**src/rtl/emu_scan_ctrl_if.sv**
```systemverilog
`default_nettype none
// ============================================================================
//  Module      : emu_scan_ctrl_if
//  Description : Host-facing handshake bundle for emu_scan_ctrl. It carries the
//                command channel (cmd_valid/cmd_ready/cmd_load/cmd_hold), the
//                resume pulse, the save stream (out_*) and the load stream
//                (in_*).
//                  master : host / checkpoint DMA side
//                  slave  : scan controller side
//  Revision    : 1.0  initial release
// ============================================================================
interface emu_scan_ctrl_if #(
  parameter int DATA_WIDTH = 64
);
  // command channel
  logic                  cmd_valid;
  logic                  cmd_ready;
  logic                  cmd_load;
  logic                  cmd_hold;
  logic                  resume;
  // save stream (controller -> host)
  logic                  out_valid;
  logic                  out_ready;
  logic [DATA_WIDTH-1:0] out_data;
  logic                  out_last;
  // load stream (host -> controller)
  logic                  in_valid;
  logic                  in_ready;
  logic [DATA_WIDTH-1:0] in_data;

  modport master (
    output cmd_valid, cmd_load, cmd_hold, resume, out_ready, in_valid, in_data,
    input  cmd_ready, out_valid, out_data, out_last, in_ready
  );

  modport slave (
    input  cmd_valid, cmd_load, cmd_hold, resume, out_ready, in_valid, in_data,
    output cmd_ready, out_valid, out_data, out_last, in_ready
  );
endinterface
`default_nettype wire

```
**src/rtl/emu_scan_ctrl.sv**
```systemverilog
`default_nettype none
// ============================================================================
//  Module      : emu_scan_ctrl
//  Description : Host-side scan master for the emulator. On a command it
//                pauses the emulated design, waits SETTLE cycles, then drains
//                (save) or fills (load) the FF chain followed by the RAM chain,
//                one DATA_WIDTH word per handshake beat.
//  Ports       : clk, rst          clock and synchronous active-high reset
//                bus (slave)       command, resume, save and load streams
//                pause             clock-gate pause for the DUT/reference
//                ff_se/ff_dir      FF chain shift enable / input select
//                ff_sdi/ff_sdo     FF chain scan data in / out
//                ram_se/ram_sd     RAM chain shift enable / scan-in select
//                ram_sdi/ram_sdo   RAM chain scan data in / out
//                busy, done        activity flag, completion pulse
//                checksum          running checksum of shifted words
//  Options     : EMU_SCAN_CHECKSUM_EN  enables the checksum (else tied to 0)
//  Revision    : 1.0  initial release
// ============================================================================
module emu_scan_ctrl #(
  parameter int DATA_WIDTH = 64,
  parameter int FF_WORDS   = 16,
  parameter int RAM_WORDS  = 64,
  parameter int SETTLE     = 2,
  parameter int CNT_W      = 16
) (
  input  wire logic                  clk,
  input  wire logic                  rst,
  emu_scan_ctrl_if.slave             bus,
  output logic                       pause,
  output logic                       ff_se,
  output logic                       ff_dir,
  output logic [DATA_WIDTH-1:0]      ff_sdi,
  input  wire logic [DATA_WIDTH-1:0] ff_sdo,
  output logic                       ram_se,
  output logic                       ram_sd,
  output logic [DATA_WIDTH-1:0]      ram_sdi,
  input  wire logic [DATA_WIDTH-1:0] ram_sdo,
  output logic                       busy,
  output logic                       done,
  output logic [31:0]                checksum
);

  localparam logic [CNT_W-1:0] FF_LAST     = CNT_W'(FF_WORDS - 1);
  localparam logic [CNT_W-1:0] RAM_LAST    = CNT_W'((RAM_WORDS > 0) ? RAM_WORDS - 1 : 0);
  localparam logic [CNT_W-1:0] SETTLE_LAST = CNT_W'(SETTLE - 1);

  typedef enum logic [2:0] {
    ST_IDLE   = 3'd0,
    ST_PAUSE  = 3'd1,
    ST_SETTLE = 3'd2,
    ST_FF     = 3'd3,
    ST_RAM    = 3'd4
  } state_t;

  state_t           state_q, state_d;
  logic [CNT_W-1:0] cnt_q, cnt_d;
  logic             load_q, load_d;
  logic             hold_q, hold_d;
  logic             pause_q, pause_d;
  logic             done_q, done_d;

  logic             accept;
  logic             in_ff;
  logic             in_ram;
  logic             beat_rdy;
  logic             shift;

  assign accept   = bus.cmd_valid && (state_q == ST_IDLE);
  assign in_ff    = (state_q == ST_FF);
  assign in_ram   = (state_q == ST_RAM);
  // A beat moves only when the host side of the active stream is ready.
  assign beat_rdy = load_q ? bus.in_valid : bus.out_ready;
  assign shift    = (in_ff || in_ram) && beat_rdy;

  // --------------------------------------------------------------------------
  // Next-state logic
  // --------------------------------------------------------------------------
  always_comb begin
    state_d = state_q;
    cnt_d   = cnt_q;
    load_d  = load_q;
    hold_d  = hold_q;
    pause_d = pause_q;
    done_d  = 1'b0;
    case (state_q)
      ST_IDLE: begin
        // A new command wins over resume, so a held pause is never dropped
        // under a command that is starting.
        if (accept) begin
          state_d = ST_PAUSE;
          load_d  = bus.cmd_load;
          hold_d  = bus.cmd_hold;
          pause_d = 1'b1;
          cnt_d   = '0;
        end else if (bus.resume) begin
          pause_d = 1'b0;
        end
      end
      ST_PAUSE: begin
        state_d = ST_SETTLE;
      end
      ST_SETTLE: begin
        if (cnt_q == SETTLE_LAST) begin
          cnt_d   = '0;
          state_d = ST_FF;
        end else begin
          cnt_d = cnt_q + CNT_W'(1);
        end
      end
      ST_FF: begin
        if (shift) begin
          if (cnt_q == FF_LAST) begin
            cnt_d = '0;
            if (RAM_WORDS == 0) begin
              state_d = ST_IDLE;
              pause_d = hold_q;
              done_d  = 1'b1;
            end else begin
              state_d = ST_RAM;
            end
          end else begin
            cnt_d = cnt_q + CNT_W'(1);
          end
        end
      end
      ST_RAM: begin
        if (shift) begin
          if (cnt_q == RAM_LAST) begin
            cnt_d   = '0;
            state_d = ST_IDLE;
            pause_d = hold_q;
            done_d  = 1'b1;
          end else begin
            cnt_d = cnt_q + CNT_W'(1);
          end
        end
      end
      default: begin
        state_d = ST_IDLE;
        cnt_d   = '0;
      end
    endcase
  end

  always_ff @(posedge clk) begin
    if (rst) begin
      state_q <= ST_IDLE;
      cnt_q   <= '0;
      load_q  <= 1'b0;
      hold_q  <= 1'b0;
      pause_q <= 1'b0;
      done_q  <= 1'b0;
    end else begin
      state_q <= state_d;
      cnt_q   <= cnt_d;
      load_q  <= load_d;
      hold_q  <= hold_d;
      pause_q <= pause_d;
      done_q  <= done_d;
    end
  end

  // --------------------------------------------------------------------------
  // Outputs
  // --------------------------------------------------------------------------
  assign bus.cmd_ready = (state_q == ST_IDLE);
  assign busy          = (state_q != ST_IDLE);
  assign pause         = pause_q;
  assign done          = done_q;

  assign ff_se   = in_ff  && beat_rdy;
  assign ram_se  = in_ram && beat_rdy;
  // Save keeps ff_dir low so the FF chain recirculates and survives the drain.
  assign ff_dir  = load_q && busy;
  assign ram_sd  = load_q && in_ram;

  assign bus.out_valid = (in_ff || in_ram) && !load_q;
  assign bus.in_ready  = (in_ff || in_ram) &&  load_q;
  assign bus.out_data  = (!load_q && in_ff)  ? ff_sdo  :
                         (!load_q && in_ram) ? ram_sdo : '0;
  assign bus.out_last  = !load_q &&
                         ((in_ram && (cnt_q == RAM_LAST)) ||
                          (in_ff  && (cnt_q == FF_LAST) && (RAM_WORDS == 0)));
  assign ff_sdi  = (load_q && in_ff)  ? bus.in_data : '0;
  assign ram_sdi = (load_q && in_ram) ? bus.in_data : '0;

  // --------------------------------------------------------------------------
  // Optional checksum over every word that crosses the chain boundary
  // --------------------------------------------------------------------------
`ifdef EMU_SCAN_CHECKSUM_EN
  localparam int NSLICE = (DATA_WIDTH + 31) / 32;

  function automatic logic [31:0] fold32(input logic [DATA_WIDTH-1:0] w);
    logic [NSLICE*32-1:0] padded;
    logic [31:0]          acc;
    padded                 = '0;
    padded[DATA_WIDTH-1:0] = w;
    acc                    = '0;
    for (int i = 0; i < NSLICE; i++) begin
      acc = acc ^ padded[i*32 +: 32];
    end
    return acc;
  endfunction

  logic [31:0]           csum_q, csum_d;
  logic [DATA_WIDTH-1:0] shift_word;

  assign shift_word = load_q ? bus.in_data : (in_ff ? ff_sdo : ram_sdo);

  always_comb begin
    csum_d = csum_q;
    if (accept) begin
      csum_d = '0;
    end else if (shift) begin
      csum_d = {csum_q[30:0], csum_q[31]} ^ fold32(shift_word);
    end
  end

  always_ff @(posedge clk) begin
    if (rst) begin
      csum_q <= '0;
    end else begin
      csum_q <= csum_d;
    end
  end

  assign checksum = csum_q;
`else
  assign checksum = '0;
`endif

endmodule
`default_nettype wire

```
**src/flat_wrapper.sv**
```systemverilog
// flat-port wrapper written by rule: the top's interface ports become plain ports
module emu_scan_ctrl_flat 
#(
  parameter int DATA_WIDTH = 64,
  parameter int FF_WORDS   = 16,
  parameter int RAM_WORDS  = 64,
  parameter int SETTLE     = 2,
  parameter int CNT_W      = 16
)
  (clk, rst, pause, ff_se, ff_dir, ff_sdi, ff_sdo, ram_se, ram_sd, ram_sdi, ram_sdo, busy, done, checksum, bus_cmd_valid, bus_cmd_load, bus_cmd_hold, bus_resume, bus_out_ready, bus_in_valid, bus_in_data, bus_cmd_ready, bus_out_valid, bus_out_data, bus_out_last, bus_in_ready);
  emu_scan_ctrl_if #(.DATA_WIDTH(DATA_WIDTH)) bus_i ();
  input  wire logic clk;
  input  wire logic rst;
  output logic pause;
  output logic ff_se;
  output logic ff_dir;
  output logic [DATA_WIDTH-1:0] ff_sdi;
  input  wire logic [DATA_WIDTH-1:0] ff_sdo;
  output logic ram_se;
  output logic ram_sd;
  output logic [DATA_WIDTH-1:0] ram_sdi;
  input  wire logic [DATA_WIDTH-1:0] ram_sdo;
  output logic busy;
  output logic done;
  output logic [31:0] checksum;
  input wire logic [$bits(bus_i.cmd_valid)-1:0] bus_cmd_valid;
  input wire logic [$bits(bus_i.cmd_load)-1:0] bus_cmd_load;
  input wire logic [$bits(bus_i.cmd_hold)-1:0] bus_cmd_hold;
  input wire logic [$bits(bus_i.resume)-1:0] bus_resume;
  input wire logic [$bits(bus_i.out_ready)-1:0] bus_out_ready;
  input wire logic [$bits(bus_i.in_valid)-1:0] bus_in_valid;
  input wire logic [$bits(bus_i.in_data)-1:0] bus_in_data;
  output wire logic [$bits(bus_i.cmd_ready)-1:0] bus_cmd_ready;
  output wire logic [$bits(bus_i.out_valid)-1:0] bus_out_valid;
  output wire logic [$bits(bus_i.out_data)-1:0] bus_out_data;
  output wire logic [$bits(bus_i.out_last)-1:0] bus_out_last;
  output wire logic [$bits(bus_i.in_ready)-1:0] bus_in_ready;
  assign bus_i.cmd_valid = bus_cmd_valid;
  assign bus_i.cmd_load = bus_cmd_load;
  assign bus_i.cmd_hold = bus_cmd_hold;
  assign bus_i.resume = bus_resume;
  assign bus_i.out_ready = bus_out_ready;
  assign bus_i.in_valid = bus_in_valid;
  assign bus_i.in_data = bus_in_data;
  assign bus_cmd_ready = bus_i.cmd_ready;
  assign bus_out_valid = bus_i.out_valid;
  assign bus_out_data = bus_i.out_data;
  assign bus_out_last = bus_i.out_last;
  assign bus_in_ready = bus_i.in_ready;
  emu_scan_ctrl #(.DATA_WIDTH(DATA_WIDTH), .FF_WORDS(FF_WORDS), .RAM_WORDS(RAM_WORDS), .SETTLE(SETTLE), .CNT_W(CNT_W)) u_core (.clk(clk), .rst(rst), .bus(bus_i), .pause(pause), .ff_se(ff_se), .ff_dir(ff_dir), .ff_sdi(ff_sdi), .ff_sdo(ff_sdo), .ram_se(ram_se), .ram_sd(ram_sd), .ram_sdi(ram_sdi), .ram_sdo(ram_sdo), .busy(busy), .done(done), .checksum(checksum));
endmodule
```
**config.mk**
```make
export PLATFORM = sky130hd
export DESIGN_NAME = emu_scan_ctrl_flat
export DESIGN_NICKNAME = d
export VERILOG_FILES = /design/src/rtl/emu_scan_ctrl_if.sv /design/src/rtl/emu_scan_ctrl.sv /design/src/flat_wrapper.sv
export SDC_FILE = /design/constraint.sdc
export NUM_CORES = 1
export LEC_CHECK = 0
export ABC_AREA = 1
export CORE_AREA = 5 5 165 167
export CTS_CLUSTER_SIZE = 28
export DETAILED_ROUTE_END_ITERATION = 8
export DIE_AREA = 0 0 170 172
export SLEW_MARGIN = 5
export SYNTH_ARGS = -nofsm -noshare
export SYNTH_HDL_FRONTEND = slang
export SYNTH_SLANG_ARGS = --single-unit
```
**constraint.sdc**
```tcl
create_clock -name clk -period 1.8 [get_ports clk]
set_input_delay 0.18 -clock clk [delete_from_list [all_inputs] [get_ports clk]]
set_output_delay 0.18 -clock clk [all_outputs]
set_load 0.03 [all_outputs]
```
==> summary.md <==
The tools report the number of buffers between clock root and the deepest sink as 2. For the via count of the first global-routing pass, the log shows 5484. The final max-slew violation count is 0. Setup repair after global routing could not meet its margin everywhere.

The number of different library cells used by synthesis comes to 32. Horizontal die dimension: 170 um. The cell sitting at the root of the clock tree is a sky130_fd_sc_hd__clkbuf_16. The die covers 29200 um^2. The run gives 420 as the starting DRC count in detailed routing. The max capacitance violation total was 0. Worst min-delay path category: reg -> reg.

Measured along the y axis, the die boundary spans 172 um. The run gives 1 as the number of levels the H-tree was split into. The worst-case IR drop observed on VDD is 0.433 mV.

Excluding fillers, the count of instances in the completed layout stands at 1438. Power density normalized to cell area: 637 nW/um^2. In the final routed layout, each cell accounts on average for 18.0 um.

0 antenna diodes ended up in the layout. Internal power comes to 2.72 mW. The top-level port count is 435.

The share of final-layout standard cells stronger than drive strength 1 was 31.8%; the synthesized netlist cell count was 696. The end of the critical path is ram_sdi[60]. The worst register-to-register path ends at u_core.cnt_q[10].

Buffers placed on the I/O ports in this run total 402. The worst hold path begins at u_core.hold_q. Sequential cells were found to cover 13.0% of the synthesized design area. The fmax came out at 563 MHz. The tools report the worst reg2reg path startpoint as u_core.cnt_q[1]. The smallest clock period supported by the final layout is computed as 1780 ps. After detailed routing, the number of remaining DRC violations is 0. The tools report the final RePlAce weighted congestion as 0.841. Dividing the final minimum period by the clock period gives 98.7%. Yosys printed 0 warnings. In this run the cell area measured after placement is 8220 um^2.

Clock latency on the worst-skew pair, taken at its later pin, is 250 ps. Of the total power, registers draw 10.8%. Critical path endpoint category: an output port.

For this design the static power due to leakage is 4.31 nW. The count of state elements after synthesis works out to 23. For the number of fill cells in the layout, the log shows 2751. The via total after detailed routing was 5969.

For the worst setup path, the data arrival time is 1600 ps. Entering global routing, the biggest net connects 66 pins. For this design the total switching power over the nets is 3.01 mW.

Global routing consumed, over all layers together, 15.0% of the routing resources. After clock tree synthesis, the clock-pin slew on the worst setup and hold paths is 60 ps. The switching share of power works out to 52.5%. Total clock sinks: 23. The setup violation total in the final timing report came out at 0. Summed over all layers, the routed wires come to 25900 um. The area added between synthesis and finish was 153%. The run finished with clean final reports. The number of vias per cell after detailed routing came out at 4.15. The synthesized netlist occupies a cell area of 3550 um^2. The number of iterations in the first detailed-routing pass is 4, and the proportion of power drawn by the clock network is 8.2%. The first-pass GRT wire length came out at 34100 um. Once the floorplan was initialized, standard cells occupied 13.9% of the core. Per report_power, the combinational group accounts for 80.9% of the total.

The logs give 200 ps for the setup slack of the worst register-to-register path and 25600 um^2 for the placeable core region. The data required time of the critical path was 1620 ps; the worst-case reg-to-reg path depth was 8. The number of standard-cell rows in the floorplan was 59; the number of nets with antenna violations after routing was 0.

The critical setup path kind was reg -> out. The run gives 35.1% as the final design utilization. The HPWL after detailed placement is 19600 um.

The worst-path maximum fanout is 16, and the worst clock skew is 1.83 ps. Buffers inserted during clock tree synthesis total 3. The initial antenna violation count was 1. The hold violation total from the final report came out at 0. Worst setup path startpoint: u_core.state_q[1]. In the final design database the tool counted 1306 nets. The worst setup path is launched from a flop. The run gives 1417 as the count of placed standard cells including taps. The tools report the post-route cell area as 8990 um^2. For the final global-route overflow total, the log shows 0. The average instance in the mapped netlist occupies 5.11 um^2. TritonCTS built the clock tree.
[flip-flops by register name, indices dropped and copies added (netlist names)]
signal,cells
u_core.cnt_q,16
u_core.state_q,3
u_core.done,1
u_core.hold_q,1
u_core.load_q,1
u_core.pause,1
[layout by cell type, fill, tap and decap left out, types with 6 or more instances in the layout]
master                            instances
sky130_fd_sc_hd__a21oi_1                 11
sky130_fd_sc_hd__nor2_2                  50
sky130_fd_sc_hd__inv_1                   85
sky130_fd_sc_hd__conb_1                  32
sky130_fd_sc_hd__buf_12                  64
sky130_fd_sc_hd__nor2_4                  20
sky130_fd_sc_hd__buf_16                   7
sky130_fd_sc_hd__buf_4                  160
sky130_fd_sc_hd__nand2_2                  7
sky130_fd_sc_hd__clkdlybuf4s50_1        202
sky130_fd_sc_hd__nand3_1                144
sky130_fd_sc_hd__clkbuf_16                7
sky130_fd_sc_hd__dfxtp_1                 19
sky130_fd_sc_hd__o21ai_0                  8
sky130_fd_sc_hd__buf_6                    9
sky130_fd_sc_hd__nor3_1                   6
sky130_fd_sc_hd__nand2_1                117
sky130_fd_sc_hd__nor2_1                 110
[power groups by stage]
stage	Combinational [mW]	Sequential [mW]	Clock (mW)
after detailed placement	4.21	0.606	0
after CTS	4.50	0.603	0.488
after global routing	4.95	0.629	0.504
final	4.64	0.621	0.471
after global placement	4.22	0.606	0
after floorplan	2.37	0.623	0
[kinds of logic (layout without fill, tap and decap cells)]
| logic type | after synthesis | after routing | synth area share [%] |
|---|---|---|---|
| other cells | 1 | 32 | 0.105 |
| flops | 23 | 23 | 13.0 |
| simple gates | 472 | 472 | 58.8 |
| buf+inv | 168 | 544 | 22.3 |
| compound gates | 27 | 27 | 4.36 |
| xor+xnor | 3 | 3 | 0.739 |
| fa+ha+maj | 2 | 2 | 0.704 |
[layer usage]
metal | share of wire, % | routed length [um] | global-route usage (%) | vias to the layer above
met5 | 0.027 | 7 | 0 | -
met4 | 1.4 | 354 | 2.50 | 2
met3 | 8.4 | 2170 | 3.11 | 24
met2 | 48 | 12300 | 25.2 | 307
met1 | 42 | 11000 | 20.2 | 2723
li1 | - | - | - | 2913
[worst max-delay path: stages (launching register included)]
cell                        delay [ps]
sky130_fd_sc_hd__dfxtp_2           340
sky130_fd_sc_hd__nor2_4            140
sky130_fd_sc_hd__nand2_4           100
sky130_fd_sc_hd__nor2_4            150
sky130_fd_sc_hd__inv_4              90
sky130_fd_sc_hd__clkbuf_16         220
sky130_fd_sc_hd__nor2_2            170
sky130_fd_sc_hd__buf_12            140
[synth_stat cells]
cell	n	area share (%)
sky130_fd_sc_hd__nor2_1	170	18
sky130_fd_sc_hd__nand3_1	145	20
sky130_fd_sc_hd__nand2_1	121	13
sky130_fd_sc_hd__inv_1	88	9.3
sky130_fd_sc_hd__buf_4	32	6.8
sky130_fd_sc_hd__buf_2	26	3.7
sky130_fd_sc_hd__dfxtp_1	23	13
sky130_fd_sc_hd__clkbuf_1	15	1.6
sky130_fd_sc_hd__a21oi_1	11	1.5
sky130_fd_sc_hd__o21ai_0	8	1.1
sky130_fd_sc_hd__nor2_2	7	1.2
sky130_fd_sc_hd__nor3_1	7	0.99
sky130_fd_sc_hd__nand2_2	5	0.88
sky130_fd_sc_hd__nand3b_1	4	0.84
sky130_fd_sc_hd__nand4_1	4	0.70
sky130_fd_sc_hd__o21ai_1	4	0.56
sky130_fd_sc_hd__inv_2	3	0.32
sky130_fd_sc_hd__nand3_2	3	0.84
sky130_fd_sc_hd__nor2_4	3	0.95
sky130_fd_sc_hd__a21oi_2	2	0.49
sky130_fd_sc_hd__buf_1	2	0.21
sky130_fd_sc_hd__ha_1	2	0.70
sky130_fd_sc_hd__xor2_1	2	0.49
sky130_fd_sc_hd__a31oi_1	1	0.18
sky130_fd_sc_hd__buf_6	1	0.32
sky130_fd_sc_hd__conb_1	1	0.11
sky130_fd_sc_hd__inv_4	1	0.18
sky130_fd_sc_hd__nand2_8	1	0.56
sky130_fd_sc_hd__nand3_4	1	0.49
sky130_fd_sc_hd__o21ai_4	1	0.46
sky130_fd_sc_hd__or2_2	1	0.18
sky130_fd_sc_hd__xnor2_1	1	0.25
[worst min path at each step]
stage	cells past startpoint	end	slack, ps
2_1_floorplan	2	u_core.hold_q	370
3_3_place_gp	2	u_core.hold_q	470
3_5_place_dp	2	u_core.hold_q	460
4_1_cts	2	u_core.hold_q	460
5_1_grt	2	u_core.hold_q	500
6_report	2	u_core.hold_q	450
[through the flow]
| step | hold slack (ps) | setup slack [ps] | power [mW] | setup TNS [ps] |
|---|---|---|---|---|
| after global routing | 501 | -30.9 | 6.08 | -262 |
| after detailed placement | 455 | 65.4 | 4.82 | 0 |
| after CTS | 461 | -56.6 | 5.59 | -1550 |
| after floorplan | 371 | -75.6 | 2.99 | -3700 |
| final | 454 | 22.6 | 5.73 | 0 |
| after global placement | 473 | 44.0 | 4.82 | 0 |
[area by class of cell]
cell class,instances,area [um^2],area share (%)
clock buffers,4,78.8,0.876
inverters,92,378,4.20
multi-input cells,536,2710,30.1
flip-flops and latches,23,468,5.20
well taps,335,419,4.66
repair buffers,448,4940,54.9
[what timing repair did]
| item | CTS | global route |
|---|---|---|
| pin swaps | 0 | 8 |
| gates cloned | 6 | 6 |
| hold endpoints to repair | 0 | 0 |
| hold buffers | 0 | 0 |
| endpoints found under the setup margin | 107 | 182 |
| gates resized for setup | 38 | 82 |
| buffers inserted | 0 | 5 |
(Power assumes the default switching activity.)
